==> src/rtl/bitstream_loader_if.sv <==
// Byte stream into the loader and readback bytes out of it.
// The host side is the master; the loader is the slave.
interface bitstream_loader_if;
  logic [7:0] in_data;
  logic       in_valid;
  logic       in_ready;
  logic [7:0] rb_data;
  logic       rb_valid;

  modport master (output in_data, in_valid, input in_ready, rb_data, rb_valid);
  modport slave  (input in_data, in_valid, output in_ready, rb_data, rb_valid);
endinterface

==> src/rtl/bitstream_loader.sv <==
// Shifts config bytes LSB-first into the tinyFPGA chain under a divided prog_clk,
// captures the old chain contents as readback bytes, then pulses fpga_rst.
module bitstream_loader #(
  parameter int CHAIN_LEN  = 102,
  parameter int CLK_DIV    = 2,
  parameter int RST_CYCLES = 4
) (
  input  logic                clk,
  input  logic                rst_n,
  input  logic                start,
  output logic                busy,
  output logic                done,
  bitstream_loader_if.slave   bus,
  output logic                prog_en,
  output logic                prog_clk,
  output logic                prog_data,
  input  logic                prog_out,
  output logic                fpga_rst
);
  localparam int MX = (CLK_DIV > RST_CYCLES) ? CLK_DIV : RST_CYCLES;
  localparam int BW = $clog2(CHAIN_LEN + 1);
  localparam int CW = $clog2(MX + 1);

  typedef enum logic [2:0] {IDLE, FETCH, SHIFT, RELEASE, FIN} state_t;

  state_t        state, state_n;
  logic          busy_n, done_n, ready, ready_n, rb_pulse, rb_pulse_n;
  logic [7:0]    rb_byte, rb_byte_n;
  logic          prog_en_n, prog_clk_n, prog_data_n, fpga_rst_n;
  logic [BW-1:0] bits_sent, bits_n;
  logic [CW-1:0] cnt, cnt_n;
  logic [7:0]    tx_sr, tx_n, rx_sr, rx_n, rx_bit;

  assign bus.in_ready = ready;
  assign bus.rb_data  = rb_byte;
  assign bus.rb_valid = rb_pulse;

  always_ff @(posedge clk or negedge rst_n) begin
    if (!rst_n) begin
      state     <= IDLE;
      busy      <= 1'b0;
      done      <= 1'b0;
      ready     <= 1'b0;
      rb_pulse  <= 1'b0;
      rb_byte   <= '0;
      prog_en   <= 1'b0;
      prog_clk  <= 1'b0;
      prog_data <= 1'b0;
      fpga_rst  <= 1'b0;
      bits_sent <= '0;
      cnt       <= '0;
      tx_sr     <= '0;
      rx_sr     <= '0;
    end else begin
      state     <= state_n;
      busy      <= busy_n;
      done      <= done_n;
      ready     <= ready_n;
      rb_pulse  <= rb_pulse_n;
      rb_byte   <= rb_byte_n;
      prog_en   <= prog_en_n;
      prog_clk  <= prog_clk_n;
      prog_data <= prog_data_n;
      fpga_rst  <= fpga_rst_n;
      bits_sent <= bits_n;
      cnt       <= cnt_n;
      tx_sr     <= tx_n;
      rx_sr     <= rx_n;
    end
  end

  always_comb begin
    state_n     = state;
    busy_n      = busy;
    done_n      = 1'b0;
    ready_n     = ready;
    rb_pulse_n  = 1'b0;
    rb_byte_n   = rb_byte;
    prog_en_n   = prog_en;
    prog_clk_n  = prog_clk;
    prog_data_n = prog_data;
    fpga_rst_n  = fpga_rst;
    bits_n      = bits_sent;
    cnt_n       = cnt;
    tx_n        = tx_sr;
    rx_n        = rx_sr;
    rx_bit      = rx_sr;
    rx_bit[bits_sent[2:0]] = prog_out;
    unique case (state)
      IDLE: if (start) begin
        state_n   = FETCH;
        busy_n    = 1'b1;
        prog_en_n = 1'b1;
        ready_n   = 1'b1;
        bits_n    = '0;
      end
      // ready is held high for the whole of FETCH, so in_valid alone is the handshake
      FETCH: if (bus.in_valid) begin
        tx_n        = bus.in_data;
        prog_data_n = bus.in_data[0];
        ready_n     = 1'b0;
        cnt_n       = '0;
        state_n     = SHIFT;
      end
      SHIFT: begin
        if (cnt != CW'(CLK_DIV - 1)) begin
          cnt_n = cnt + CW'(1);
        end else if (!prog_clk) begin
          // last low cycle: capture the chain tail before the fabric shifts
          cnt_n      = '0;
          prog_clk_n = 1'b1;
          rx_n       = rx_bit;
          if (bits_sent[2:0] == 3'd7 || bits_sent == BW'(CHAIN_LEN - 1)) begin
            rb_byte_n  = rx_bit;
            rb_pulse_n = 1'b1;
            rx_n       = '0;
          end
        end else begin
          cnt_n      = '0;
          prog_clk_n = 1'b0;
          bits_n     = bits_sent + BW'(1);
          tx_n       = tx_sr >> 1;
          if (bits_n == BW'(CHAIN_LEN)) begin
            state_n     = RELEASE;
            prog_en_n   = 1'b0;
            prog_data_n = 1'b0;
            fpga_rst_n  = 1'b1;
          end else if (bits_n[2:0] == 3'd0) begin
            state_n = FETCH;
            ready_n = 1'b1;
          end else begin
            prog_data_n = tx_sr[1];
          end
        end
      end
      RELEASE: begin
        if (cnt == CW'(RST_CYCLES - 1)) begin
          fpga_rst_n = 1'b0;
          done_n     = 1'b1;
          state_n    = FIN;
        end else begin
          cnt_n = cnt + CW'(1);
        end
      end
      FIN: begin
        busy_n  = 1'b0;
        state_n = IDLE;
      end
      default: state_n = IDLE;
    endcase
  end
endmodule

==> src/flat_wrapper.sv <==
// flat-port wrapper written by rule: the top's interface ports become plain ports
module bitstream_loader_flat 
#(
  parameter int CHAIN_LEN  = 102,
  parameter int CLK_DIV    = 2,
  parameter int RST_CYCLES = 4
)
  (clk, rst_n, start, busy, done, prog_en, prog_clk, prog_data, prog_out, fpga_rst, bus_in_data, bus_in_valid, bus_in_ready, bus_rb_data, bus_rb_valid);
  bitstream_loader_if bus_i ();
  input  logic clk;
  input  logic rst_n;
  input  logic start;
  output logic busy;
  output logic done;
  output logic prog_en;
  output logic prog_clk;
  output logic prog_data;
  input  logic prog_out;
  output logic fpga_rst;
  input wire logic [$bits(bus_i.in_data)-1:0] bus_in_data;
  input wire logic [$bits(bus_i.in_valid)-1:0] bus_in_valid;
  output wire logic [$bits(bus_i.in_ready)-1:0] bus_in_ready;
  output wire logic [$bits(bus_i.rb_data)-1:0] bus_rb_data;
  output wire logic [$bits(bus_i.rb_valid)-1:0] bus_rb_valid;
  assign bus_i.in_data = bus_in_data;
  assign bus_i.in_valid = bus_in_valid;
  assign bus_in_ready = bus_i.in_ready;
  assign bus_rb_data = bus_i.rb_data;
  assign bus_rb_valid = bus_i.rb_valid;
  bitstream_loader #(.CHAIN_LEN(CHAIN_LEN), .CLK_DIV(CLK_DIV), .RST_CYCLES(RST_CYCLES)) u_core (.clk(clk), .rst_n(rst_n), .start(start), .busy(busy), .done(done), .bus(bus_i), .prog_en(prog_en), .prog_clk(prog_clk), .prog_data(prog_data), .prog_out(prog_out), .fpga_rst(fpga_rst));
endmodule
==> config.mk <==
export PLATFORM = sky130hd
export DESIGN_NAME = bitstream_loader_flat
export DESIGN_NICKNAME = d
export VERILOG_FILES = /design/src/rtl/bitstream_loader_if.sv /design/src/rtl/bitstream_loader.sv /design/src/flat_wrapper.sv
export SDC_FILE = /design/constraint.sdc
export NUM_CORES = 1
export LEC_CHECK = 0
export ABC_AREA = 1
export CELL_PAD_IN_SITES_DETAIL_PLACEMENT = 1
export CELL_PAD_IN_SITES_GLOBAL_PLACEMENT = 2
export CORE_MARGIN = 10
export CORE_UTILIZATION = 30
export DETAILED_ROUTE_END_ITERATION = 10
export GPL_TIMING_DRIVEN = 0
export PLACE_DENSITY = 0.84
export SYNTH_ARGS = -nofsm -noshare
export SYNTH_HDL_FRONTEND = slang
export SYNTH_SLANG_ARGS = --single-unit
==> constraint.sdc <==
create_clock -name clk -period 4.2 [get_ports clk]
set_clock_uncertainty 0.1 [all_clocks]
set_input_delay 0.84 -clock clk [delete_from_list [all_inputs] [get_ports clk]]
set_output_delay 0.84 -clock clk [all_outputs]
set_load 0.03 [all_outputs]
Word level (Yosys, flattened, before mapping)
Index checks and enable logic that the tools add are counted.
{"block": "totals", "register_bits": 45, "in_bits": 13, "output_inout_bits": 16, "elab_cells": 116}
{"block": "classes", "n_addsub": 2, "n_lt_le_gt_ge": 2, "n_eq_ne": 20, "n_mux": 54, "bitwise_logic": 2, "n_reduce_logical": 22}
{"operator": "$mux 8", "count": 4}
{"operator": "$mux 3", "count": 10}
{"operator": "$mux 1", "count": 26}
{"operator": "$mux 7", "count": 3}
{"operator": "$pmux 8 s2", "count": 1}
{"operator": "$reduce_and 5->1", "count": 3}
{"operator": "$eq 7x7->1 const B", "count": 2}
{"operator": "$pmux 7 s2", "count": 1}
{"operator": "$pmux 3 s4", "count": 1}
{"operator": "$reduce_and 4->1", "count": 3}
{"operator": "$ne 2x2->1 const B", "count": 5}
{"operator": "$eq 3x2->1 const B", "count": 3}
{"operator": "$pmux 3 s3", "count": 1}
{"operator": "$bwmux 8", "count": 1}
{"operator": "$ne 2x1->1 const B", "count": 4}
{"operator": "$pmux 1 s2", "count": 4}
{"operator": "$reduce_bool 2->1", "count": 4}
{"operator": "$add 7x1->7 const B", "count": 1}
{"operator": "$reduce_and 7->1", "count": 1}
{"operator": "$eq 3x3->1 const B", "count": 2}
{"operator": "$logic_not 3->1", "count": 2}
{"operator": "$ne 3x1->1 const B", "count": 2}
{"operator": "$reduce_and 3->1", "count": 2}
{"operator": "$reduce_and 6->1", "count": 1}
{"operator": "other kinds (12)", "count": 15}

Logic depth before layout (Yosys ltp)
{"block": "depth", "word_depth": 7, "ltp_mapped": 11, "mapped_depth_nobuf": 11}

Worst setup path after synthesis
No wires, ideal clock.
{"block": "synth_path", "kind": "register to register", "startpoint": "register u_core.bits_sent[0]", "endpoint": "register u_core.state[1]", "arrival_time_ps": 1667, "slack_ps": 2315, "path_stages_with_launch": 11, "n_path_buf": 0, "synth_period_minus_slack_ps": 1885, "cell_sequence": "dfrtp_1 > ha_1 > ha_1 > nand2_1 > nand3b_1 > nor2_1 > nand2_1 > nand2_1 > nand2_1 > nand2_1 > nand2_1"}
{"block": "synth_via", "elab_chain_cells": 6}
{"element": "start: declaration", "line": "bitstream_loader.sv:30", "rtl": "logic [BW-1:0] bits_sent, bits_n;"}
{"element": "start signal: assignment", "line": "bitstream_loader.sv:65", "rtl": "bits_sent <= bits_n;"}
{"element": "$add 7x1->7 (*)", "line": "bitstream_loader.sv:121", "rtl": "bits_n = bits_sent + BW'(1);"}
{"element": "$eq 7x7->1", "line": "bitstream_loader.sv:123", "rtl": "if (bits_n == BW'(CHAIN_LEN)) begin"}
{"element": "$mux 3", "line": "bitstream_loader.sv:123"}
{"element": "$mux 3", "line": "bitstream_loader.sv:108", "rtl": "end else if (!prog_clk) begin"}
{"element": "$mux 3", "line": "bitstream_loader.sv:106", "rtl": "if (cnt != CW'(CLK_DIV - 1)) begin"}
{"element": "$pmux 3 s4", "line": "bitstream_loader.sv:89", "rtl": "unique case (state)"}
{"element": "end signal: assignment", "line": "bitstream_loader.sv:55", "rtl": "state <= state_n;"}
{"element": "end: declaration", "line": "bitstream_loader.sv:26", "rtl": "state_t state, state_n;"}
Every way passes the cells marked *; elsewhere a longest branch is shown, timed or not. The select of a mux whose other input is x is not followed.
A chain may end at the register's enable or synchronous reset.

Final worst setup path
{"block": "layout_path", "startpoint": "register u_core.prog_clk", "endpoint": "output prog_clk"}
{"element": "start: declaration", "line": "bitstream_loader.sv:15", "rtl": "output logic prog_clk,"}
{"element": "start signal: assignment", "line": "bitstream_loader.sv:62", "rtl": "prog_clk <= prog_clk_n;"}
{"element": "end: declaration", "line": "flat_wrapper.sv:16", "rtl": "output logic prog_clk;"}
No word-level cell between the ends.

==> results by group <==
Setup path
  – CP max stage cell: clkdlybuf4s50_1
  – Worst Path Buf+Inv: 1
  – CP Depth: 1
  – FF-to-FF setup slack: 1950 ps
  – Worst reg2reg path depth: 6
  – Crit end category: output pin
  – Crit path kind: flip-flop to output pin
  – Crit path capture: prog_clk
  – Crit-path max FO: 4
  – CP top delay family: buffers and inverters
  – Worst EP required: 3260 ps
  – CP peak stage delay: 700 ps
  – Data arrival, critical path: 1410 ps
  – Crit start category: flip-flop
  – Worst R2R End: u_core.rx_sr[0]$_DFFE_PN0P_
  – RR Startpoint: u_core.bits_sent[0]$_DFFE_PN0P_
  – Crit path cell chain: clkdlybuf4s50_1
  – Worst setup path startpoint: u_core.prog_clk$_DFFE_PN0P_

Run
  – Max Cap Viol: 0

Global route
  – Initial antenna violation count: 0
  – Total track usage: 0.1089
  – GR met1 Demand/Resource: 0.1324
  – GR Layer Usage met2: 0.1835
  – GRT busiest layer: met2
  – First-pass GRT wire length: 10360 µm
  – Number of global-route vias before repair: 2202
  – Largest net degree at the start of global routing: 25
  – Global routing usage on met3: 0.02515
  – Gr ovfl total: 0

Logic synthesis
  – Register area share after synthesis: 0.4862
  – Synthesized instance count: 280
  – Ranking of synthesized cells by area: dfrtp_1 (49%), nand2_1 (14%), o21ai_0 (6.4%)
  – Syn Std Cell Area: 2265 µm²
  – Area leader, netlist: dfrtp_1
  – Flops & latches, synth: 44
  – Syn_area_per_cell: 8.088 µm²
  – Count of cell types in the netlist: 30
  – Mapped Nets: 301
  – Ys flop type: dfrtp_1
  – Warnings from Yosys: 0
  – Synth async-reset ratio: 1.000
  – Area fraction of the dominant cell type after synthesis: 0.4862
  – Post-synth EDFFs: 0

Die
  – Core box area: 7292 µm²
  – Site Rows: 31
  – Die area: 11420 µm²
  – Top Ports: 29
  – Die W: 106.9 µm
  – Initial Utilization: 0.3106
  – Die H: 106.9 µm

STA
  – Fin crit share: 0.5583
  – Setup violators final: 0
  – Endpoints failing hold: 0
  – Post-route minimum period: 2345 ps
  – Worst relative slew slack: 0.5602
  – Worst hold slack: 383.3 ps
  – Setup_tns: 0 ps
  – RSZ-0062 raised after global routing: no
  – Fmax: 0.4264 GHz
  – Final slew viol count: 0
  – Slew at the pin closest to its max-slew limit: 651.1 ps

Clock network
  – Clk_lat worst skew: 290 ps
  – Hold-fix buffers, CTS: 0
  – CTS Buffer Depth: 2
  – Post-CTS setup buffer count: 0
  – Clock Pin Slew Worst Setup and Hold Paths: 80 ps
  – Root Driver: clkbuf_8
  – H-tree depth: 2
  – CTS tree: done
  – PostCTS Resize Cnt: 0
  – TritonCTS buffer count: 5
  – Sink Count: 44

Pwr
  – PwrDens: 561.2 nW/µm²
  – Pleak: 0.001230 µW
  – Overall Power: 1550 µW
  – Max IR drop VDD: 285.5 µV

Routing
  – Vias per cell: 4.843
  – First-pass iteration count of the detailed router: 6
  – DRT iter0 DRCs: 38
  – DRC Markers: 0
  – Routed WL: 5905 µm
  – Post-route antenna net violation count: 0
  – Per-cell routed wire length: 14.23 µm
  – Vias post-DR: 2010

Place
  – Gp weighted congestion: 0.7380
  – Placed cell areas: 2684 µm²
  – Dpl hpwl: 4502 µm
  – IO Port Bufs: 28

Final layout
  – Ant. Diodes: 0
  – Area growth from synthesis to layout: 21.93%
  – Layout cell share with drive strength beyond 1: 0.07911
  – Final nets: 337
  – Layout Cell Area excl Fill: 2761 µm²
  – # fillers: 924

Run status
  – Status: complete, no violations

Min path
  – Tightest Hold Check Type: flip-flop to flip-flop
  – Worst Hold Depth: 2
-- registers in the layout, indices dropped and copies added (netlist names) --
name and count:
u_core.prog_en 1, u_core.bus.in_ready 1, u_core.bits_sent 7, u_core.tx_sr 7
u_core.rx_sr 8, u_core.fpga_rst 1, u_core.done 1, u_core.cnt 3
u_core.prog_clk 1, u_core.busy 1, u_core.bus.rb_valid 1, u_core.bus.rb_data 8
u_core.prog_data 1, u_core.state 3
-- metrics by stage --
step | utilization | worst slack, ps | cells
floorplan | - | 2315 | 280
global placement | 0.3660 | 830.1 | 407
detailed placement | 0.3681 | 1602 | 408
CTS | 0.3787 | 1841 | 415
global route | 0.3787 | 1724 | 415
finish | 0.3787 | 1855 | 415
-- synth_stat cells (2+ instances only) --
| cell | n |
|---|---|
| inv_2 | 2 |
| nand3_1 | 26 |
| nor4_1 | 2 |
| buf_4 | 2 |
| o21ai_0 | 29 |
| o211ai_1 | 6 |
| o22ai_1 | 5 |
| ha_1 | 8 |
| o21ai_1 | 2 |
| nor2_1 | 15 |
| nand2_1 | 82 |
| inv_1 | 28 |
| nand3_2 | 2 |
| nor3_1 | 3 |
| nor2_2 | 3 |
| nand2_2 | 2 |
| a21oi_1 | 5 |
| buf_2 | 3 |
| dfrtp_1 | 44 |
-- power breakdown --
| group | switching (µW) | internal, µW | total, µW |
|---|---|---|---|
| Sequential | 77.7 | 544 | 622 |
| Clock | 140 | 113 | 253 |
| Combinational | 431 | 244 | 675 |
| Total | 648 | 901 | 1550 |
-- layout make-up --
| cell class | count | area, µm² | area share |
|---|---|---|---|
| Multi-Input combinational cell | 199 | 1006 | 0.3643 |
| Clock inverter | 1 | 5.005 | 0.001812 |
| Clock buffer | 6 | 72.57 | 0.02628 |
| Inverter | 31 | 116.4 | 0.04214 |
| Tap cell | 99 | 123.9 | 0.04486 |
| Timing Repair Buffer | 29 | 295.3 | 0.1069 |
| Sequential cell | 44 | 1101 | 0.3987 |
| Buffer | 6 | 41.29 | 0.01495 |
-- cells by family after synthesis --
kind of cell / count (synthesis) / share of synthesized area
muxes: 1 / 0.004420
adders and majority gates: 8 / 0.04420
and+or+nand+nor: 139 / 0.2674
xor gates and xnor gates: 1 / 0.003868
AOI/OAI and AO/OA: 50 / 0.1243
buffers and inverters: 37 / 0.06961
DFF: 44 / 0.4862
-- metal layers --
| metal | wire length, µm | share of wire | vias up |
|---|---|---|---|
| met5 | 0 | 0 | - |
| met4 | 61 | 0.010 | 0 |
| met3 | 197 | 0.033 | 4 |
| met2 | 2921 | 0.49 | 27 |
| met1 | 2725 | 0.46 | 983 |
| li1 | - | - | 996 |
-- placed cells by master, fill, tap and decap left out, drive strengths merged --
| cell | n |
|---|---|
| clkbuf | 6 |
| o211ai | 6 |
| clkdlybuf4s50 | 27 |
| nand2 | 84 |
| nand4 | 1 |
| a41oi | 1 |
| a21oi | 5 |
| nor3 | 3 |
| o21ai | 32 |
| clkinv | 2 |
| o22ai | 5 |
| nor4 | 3 |
| nor2 | 18 |
| nand3b | 1 |
| ha | 8 |
| mux2i | 1 |
| inv | 30 |
| dfrtp | 44 |
| o21bai | 1 |
| buf | 8 |
| nand3 | 28 |
| xor2 | 1 |
| nand2b | 1 |
-- worst min path at each step --
stage / from / slack, ps / end
2_1_floorplan: u_core.rx_sr[0]$_DFFE_PN0P_ / 350 / u_core.rx_sr[0]$_DFFE_PN0P_
3_3_place_gp: u_core.rx_sr[5]$_DFFE_PN0P_ / 360 / u_core.rx_sr[5]$_DFFE_PN0P_
3_5_place_dp: u_core.rx_sr[3]$_DFFE_PN0P_ / 370 / u_core.rx_sr[3]$_DFFE_PN0P_
4_1_cts: u_core.rx_sr[3]$_DFFE_PN0P_ / 390 / u_core.rx_sr[3]$_DFFE_PN0P_
5_1_grt: u_core.rx_sr[1]$_DFFE_PN0P_ / 420 / u_core.rx_sr[1]$_DFFE_PN0P_
6_report: u_core.rx_sr[3]$_DFFE_PN0P_ / 380 / u_core.rx_sr[3]$_DFFE_PN0P_
No activity file was read; power rests on OpenSTA's default activity.
